`config.mk`:
```
export PLATFORM = sky130hd
export DESIGN_NAME = la_demuxi2
export DESIGN_NICKNAME = d
export VERILOG_FILES = /design/src/rtl/la_demuxi2_pkg.sv /design/src/rtl/la_pairreg.sv /design/src/rtl/la_demuxi2.sv
export SDC_FILE = /design/constraint.sdc
export NUM_CORES = 1
export LEC_CHECK = 0
export CAP_MARGIN = 20
export CORE_ASPECT_RATIO = 1.4
export CORE_UTILIZATION = 47
export DETAILED_ROUTE_END_ITERATION = 10
export PLACE_DENSITY = 0.73
export SLEW_MARGIN = 0
export SYNTH_ARGS = -nofsm -noshare
export SYNTH_HDL_FRONTEND = slang
export SYNTH_HIERARCHICAL = 1
export SYNTH_SLANG_ARGS = --single-unit
```
`constraint.sdc`:
```
create_clock -name clk -period 1.88 [get_ports clk]
set_clock_uncertainty 0.15 [all_clocks]
set_input_delay 0.188 -clock clk [delete_from_list [all_inputs] [get_ports clk]]
set_output_delay 0.188 -clock clk [all_outputs]
set_load 0.01 [all_outputs]
```
`src/rtl/la_demuxi2_pkg.sv`:
```
// Shared definitions for the la_demuxi2 receive-side lane demultiplexer.
// Collect-state encoding used by the pair-assembly FSM.
package la_demuxi2_pkg;

  typedef enum logic [1:0] {
    ST_IDLE = 2'b00,
    ST_GOT0 = 2'b01,
    ST_GOT1 = 2'b10,
    ST_FULL = 2'b11
  } collect_state_e;

endpackage

```
`src/rtl/la_pairreg.sv`:
```
// Output valid/ready register for a reassembled lane pair.
// Loads only when empty or draining; the caller guarantees that ordering.
module la_pairreg #(
  parameter int DW = 8
) (
  input  logic          clk,
  input  logic          nreset,
  input  logic          load,
  input  logic          drain,
  input  logic [DW-1:0] load_z0,
  input  logic [DW-1:0] load_z1,
  output logic          out_valid,
  output logic [DW-1:0] z0,
  output logic [DW-1:0] z1
);

  logic          valid_q, valid_d;
  logic [DW-1:0] z0_q, z0_d;
  logic [DW-1:0] z1_q, z1_d;

  always_comb begin
    valid_d = valid_q;
    z0_d    = z0_q;
    z1_d    = z1_q;
    if (load) begin
      valid_d = 1'b1;
      z0_d    = load_z0;
      z1_d    = load_z1;
    end else if (valid_q && drain) begin
      valid_d = 1'b0;
    end
  end

  always_ff @(posedge clk or negedge nreset) begin
    if (!nreset) begin
      valid_q <= 1'b0;
      z0_q    <= '0;
      z1_q    <= '0;
    end else begin
      valid_q <= valid_d;
      z0_q    <= z0_d;
      z1_q    <= z1_d;
    end
  end

  assign out_valid = valid_q;
  assign z0        = z0_q;
  assign z1        = z1_q;

endmodule

```
`src/rtl/la_demuxi2.sv`:
```
// Receive-side inverting 1:2 demux: collects lane-tagged beats into pairs
// and presents each pair through a registered valid/ready stage.
module la_demuxi2
  import la_demuxi2_pkg::*;
#(
  parameter int DW   = 8,
  parameter int INV  = 1,
  parameter     PROP = "DEFAULT"
) (
  input  logic          clk,
  input  logic          nreset,
  input  logic          in_valid,
  output logic          in_ready,
  input  logic [DW-1:0] d,
  input  logic          s,
  output logic          out_valid,
  input  logic          out_ready,
  output logic [DW-1:0] z0,
  output logic [DW-1:0] z1,
  output logic          err
);

  collect_state_e state_q, state_d;
  logic [DW-1:0]  lane0_q, lane0_d;
  logic [DW-1:0]  lane1_q, lane1_d;
  logic           err_q, err_d;

  logic           accept;
  logic           out_free;
  logic [DW-1:0]  cap;
  logic           load;
  logic [DW-1:0]  load_z0, load_z1;

  assign in_ready = (state_q != ST_FULL);
  assign accept   = in_valid && in_ready;
  assign out_free = !out_valid || out_ready;
  assign cap      = (INV != 0) ? ~d : d;

  // The completing beat bypasses its lane register so a pair lands in z0/z1
  // one cycle after the last beat when the output stage can take it.
  always_comb begin
    state_d = state_q;
    lane0_d = lane0_q;
    lane1_d = lane1_q;
    err_d   = err_q;
    load    = 1'b0;
    load_z0 = lane0_q;
    load_z1 = lane1_q;
    unique case (state_q)
      ST_IDLE: begin
        if (accept) begin
          if (s) begin
            lane1_d = cap;
            state_d = ST_GOT1;
          end else begin
            lane0_d = cap;
            state_d = ST_GOT0;
          end
        end
      end
      ST_GOT0: begin
        if (accept) begin
          if (!s) begin
            lane0_d = cap;
            err_d   = 1'b1;
          end else begin
            lane1_d = cap;
            if (out_free) begin
              load    = 1'b1;
              load_z1 = cap;
              state_d = ST_IDLE;
            end else begin
              state_d = ST_FULL;
            end
          end
        end
      end
      ST_GOT1: begin
        if (accept) begin
          if (s) begin
            lane1_d = cap;
            err_d   = 1'b1;
          end else begin
            lane0_d = cap;
            if (out_free) begin
              load    = 1'b1;
              load_z0 = cap;
              state_d = ST_IDLE;
            end else begin
              state_d = ST_FULL;
            end
          end
        end
      end
      ST_FULL: begin
        if (out_free) begin
          load    = 1'b1;
          state_d = ST_IDLE;
        end
      end
      default: state_d = ST_IDLE;
    endcase
  end

  always_ff @(posedge clk or negedge nreset) begin
    if (!nreset) begin
      state_q <= ST_IDLE;
      lane0_q <= '0;
      lane1_q <= '0;
      err_q   <= 1'b0;
    end else begin
      state_q <= state_d;
      lane0_q <= lane0_d;
      lane1_q <= lane1_d;
      err_q   <= err_d;
    end
  end

  assign err = err_q;

  la_pairreg #(
    .DW(DW)
  ) u_pairreg (
    .clk      (clk),
    .nreset   (nreset),
    .load     (load),
    .drain    (out_ready),
    .load_z0  (load_z0),
    .load_z1  (load_z1),
    .out_valid(out_valid),
    .z0       (z0),
    .z1       (z1)
  );

endmodule
```
==> metrics.md <==
| Metric | Value |
|---|---|
| Status | `finished, violations left` |
| Failing checks | `negative setup slack` |
| Overall routing resource usage | `between 20 and 25%` |
| Setup repair after global routing missed its margin | `true` |
| Static power due to leakage | `1.19 nW` |
| Global placer's final weighted congestion | `just over 0.7` |
| Total clock buffers created by CTS | `5` |
| Post-synth cell types | `29` |
| Class of the most critical setup path | `reg2reg` |
| Largest net degree at the start of global routing | `37` |
| Data arrival, critical path | `between 2 and 2.5 ns` |
| FF+latch count, synth | `36` |
| Initial DRC Count | `50` |
| Most instantiated flip-flop cell in the synthesis netlist | `sky130_fd_sc_hd__dfrtp_1` |
| H-tree levels | `2` |
| Measured slew at the worst slew-check pin | `approximately 0.45 ns` |
| Highest attainable clock frequency | `approximately 500 MHz` |
| Clock period minus final worst setup slack | `roughly 2.0 ns` |
| First-pass DRT Iterations | `4` |
| Source-to-sink clock delay at the later pin of the worst-skew pair | `a little under 0.3 ns` |
| Avg Inst Size Synth | `~12 um^2` |
| Total wire length | `about 4200 um` |
| Critical path startpoint category | `flip-flop` |
| Number of flops mapped to enable cells by yosys | `0` |
| Buffers from clock root to sink, at most | `2` |
| Clock Sinks | `36` |
| Clock tree root buffer cell | `sky130_fd_sc_hd__clkbuf_8` |
| Syn-to-layout area delta | `37.5%` |
| Post-Synthesis Net Count | `180` |
| Total power divided by cell area | `roughly 1500 mW/mm^2` |
| Detailed-route via count | `1,368` |
| Post-CTS clock slew at the launch and capture registers of the worst setup and hold paths | `roughly 0.07 ns` |
| Tcrit/Tclk final | `106%` |
| Antenna Nets Post-Route | `0` |
| Number of placement rows | `26` |
| Filler cell count | `~270` |
| Setup Viol. Count Final | `22` |
| Final number of max-transition violations | `0` |
| Effective utilization at floorplan | `between 50% and 60%` |
| Vias in the first global route | `between 1,000 and 1,500` |
| Post-synthesis instance total | `about 160` |
| Quantity of I/O buffers inserted on ports | `31` |
| Req. time, crit path | `1.91 ns` |
| Largest fanout on the critical path | `6` |
| Final hold viol count | `0` |
| Die width | `between 50 and 60 um` |
| Share of synthesized flip-flops with an asynchronous set or reset | `100%` |
| Via density per instance | `about 5.4` |
| Number of synthesis warnings | `6` |
| Placement Cell Area | `about 0.0023 mm^2` |
| Number of remaining DRC errors | `0` |
| Element type at the critical path end | `flip-flop` |
| Hold-fix buffer count after cts | `0` |
| Fin worst setup slack | `-0.122 ns` |
| Share of layout cells above drive strength 1 | `about 33%` |
| Total negative slack | `-1.75 ns` |
| Max-cap violation count | `0` |
| Peak supply drop | `~1100 uV` |
| End-of-flow core utilization | `69.0%` |
| Chip height | `between 70 and 80 um` |
| Core ar. | `0.00371 mm^2` |
| Wirelength per Cell | `around 16 um` |
| Post-synth design cell area | `around 0.0019 mm^2` |
| Hold/Removal Path Class | `in2async` |
| ANT cells | `0` |
| Overall power after layout | `3.77 mW` |
| Global-route wire length before repair | `around 6700 um` |
| Nets | `231` |
| Leftover overflow at the end of global routing | `0` |
| Sequential fraction of the synthesis area | `slightly below 50%` |
| Cell area after layout | `0.00256 mm^2` |
| Clock tree from TritonCTS | `done` |
| Max transition margin | `between 70% and 80%` |
| Floorplan die area | `approximately 0.0042 mm^2` |
| DP HPWL | `around 2700 um` |
| Number of top-level design ports | `32` |
| Antenna violations before repair | `0` |
## report_power, final
part	internal, mW	switching [mW]	total (mW)
Sequential	1.09	0.198	1.28
Combinational	1.17	0.801	1.97
Clock	0.252	0.269	0.520
Total	2.51	1.27	3.77
## layer usage
| layer | vias to the layer above | part of all wire [%] | global-route usage, % | wire, um |
|---|---|---|---|---|
| met5 | - | 0 | 0 | 0 |
| met4 | 0 | 2.4 | 11.0 | 102 |
| met3 | 9 | 3.6 | 6.59 | 152 |
| met2 | 34 | 56 | 37.6 | 2310 |
| met1 | 669 | 38 | 24.9 | 1600 |
| li1 | 656 | - | - | - |
## metrics by stage
step | hold slack, ns | std cells | worst slack, ns
finish | 0.149 | 254 | -0.122
global route | 0.213 | 254 | -0.172
CTS | 0.168 | 252 | -0.102
detailed placement | 0.301 | 240 | -0.206
global placement | 0.296 | 240 | -0.167
floorplan | -0.258 | 161 | -0.0778
## cell type report
cell class	count	area (um^2)	share of cell area, %
flip-flops and latches	36	902	35.3
inverters	13	48.8	1.91
well taps	42	52.6	2.05
clock inverters	1	5.00	0.196
repair buffers	54	532	20.8
multi-input cells	102	945	36.9
clock buffers	6	72.6	2.84
## Yosys cell counts, types with 2 or more instances
cell	count	area, um^2
sky130_fd_sc_hd__mux2_2	8	90.1
sky130_fd_sc_hd__clkbuf_1	4	15.0
sky130_fd_sc_hd__nand2_1	16	60.1
sky130_fd_sc_hd__o21ai_0	15	75.1
sky130_fd_sc_hd__dfrtp_1	36	901
sky130_fd_sc_hd__o21ai_1	2	10.0
sky130_fd_sc_hd__nor2b_1	2	12.5
sky130_fd_sc_hd__o21ai_2	8	70.1
sky130_fd_sc_hd__nand2_2	2	12.5
sky130_fd_sc_hd__buf_6	4	45.0
sky130_fd_sc_hd__nand4b_1	2	17.5
sky130_fd_sc_hd__o22ai_1	2	12.5
sky130_fd_sc_hd__inv_1	13	48.8
sky130_fd_sc_hd__nor3_1	2	10.0
sky130_fd_sc_hd__mux2_4	9	135
sky130_fd_sc_hd__o31ai_1	8	60.1
sky130_fd_sc_hd__mux2i_1	9	90.1
sky130_fd_sc_hd__ha_1	6	75.1
sky130_fd_sc_hd__nand2b_1	3	18.8
## critical path, cell delays in order (launching register included)
cell,delay [ns]
sky130_fd_sc_hd__dfrtp_1,0.41
sky130_fd_sc_hd__inv_2,0.08
sky130_fd_sc_hd__ha_4,0.17
sky130_fd_sc_hd__xor2_2,0.16
sky130_fd_sc_hd__a31oi_1,0.11
sky130_fd_sc_hd__nor3_2,0.21
sky130_fd_sc_hd__buf_4,0.15
sky130_fd_sc_hd__clkbuf_16,0.15
sky130_fd_sc_hd__mux2_4,0.30
## cell usage in the layout, fill, tap and decap left out, types with 2 or more instances in the layout
master	count
sky130_fd_sc_hd__dfrtp_1	35
sky130_fd_sc_hd__clkdlybuf4s50_1	30
sky130_fd_sc_hd__mux2_4	18
sky130_fd_sc_hd__buf_4	18
sky130_fd_sc_hd__nand2_1	16
sky130_fd_sc_hd__inv_1	11
sky130_fd_sc_hd__o21ai_0	10
sky130_fd_sc_hd__o21ai_2	9
sky130_fd_sc_hd__mux2i_1	8
sky130_fd_sc_hd__o31ai_1	8
sky130_fd_sc_hd__o21ai_1	6
sky130_fd_sc_hd__clkbuf_8	5
sky130_fd_sc_hd__nand2b_1	3
sky130_fd_sc_hd__ha_1	3
sky130_fd_sc_hd__inv_2	2
sky130_fd_sc_hd__nor2b_1	2
sky130_fd_sc_hd__nand4b_1	2
sky130_fd_sc_hd__nand2_2	2
sky130_fd_sc_hd__o22ai_1	2
sky130_fd_sc_hd__ha_4	2
sky130_fd_sc_hd__buf_12	2
sky130_fd_sc_hd__buf_6	2
## registers in the layout, summed over array words and instances, names as in the netlist
register / cells
u_pairreg/z0: 8
u_pairreg/z1: 8
lane1_q: 8
lane0_q: 8
err: 1
state_q: 2
u_pairreg/out_valid: 1
## timing repair
item                       in CTS  in global routing
gates cloned                    1                  0
pin swaps                       4                  2
resized for setup              16                 15
setup endpoints to repair      19                 27
setup buffers                   4                  3
## kinds of logic after synthesis
| group | count (synthesis) | share of synthesized area, % |
|---|---|---|
| AO/OA/AOI/OAI | 39 | 13.9 |
| XOR/XNOR | 1 | 0.471 |
| adder cells (fa/ha/maj) | 6 | 4.03 |
| buffers and inverters | 23 | 7.20 |
| flip-flops | 36 | 48.4 |
| multiplexers | 27 | 17.6 |
| AND/OR/NAND/NOR | 29 | 8.41 |
## final timing paths
kind,startpoint,end,slack [ns],cells after the start
min,nreset,u_pairreg/z0[4],0.15,2
min reg2reg,err,err,0.31,1
max reg2reg,state_q[0],u_pairreg/z1[3],-0.12,8
min in group clk,err,err,0.31,1
max,state_q[0],u_pairreg/z1[3],-0.12,8
max in group asynchronous,nreset,state_q[1],1.08,2
Note: power is estimated with default switching activity, not from simulation.
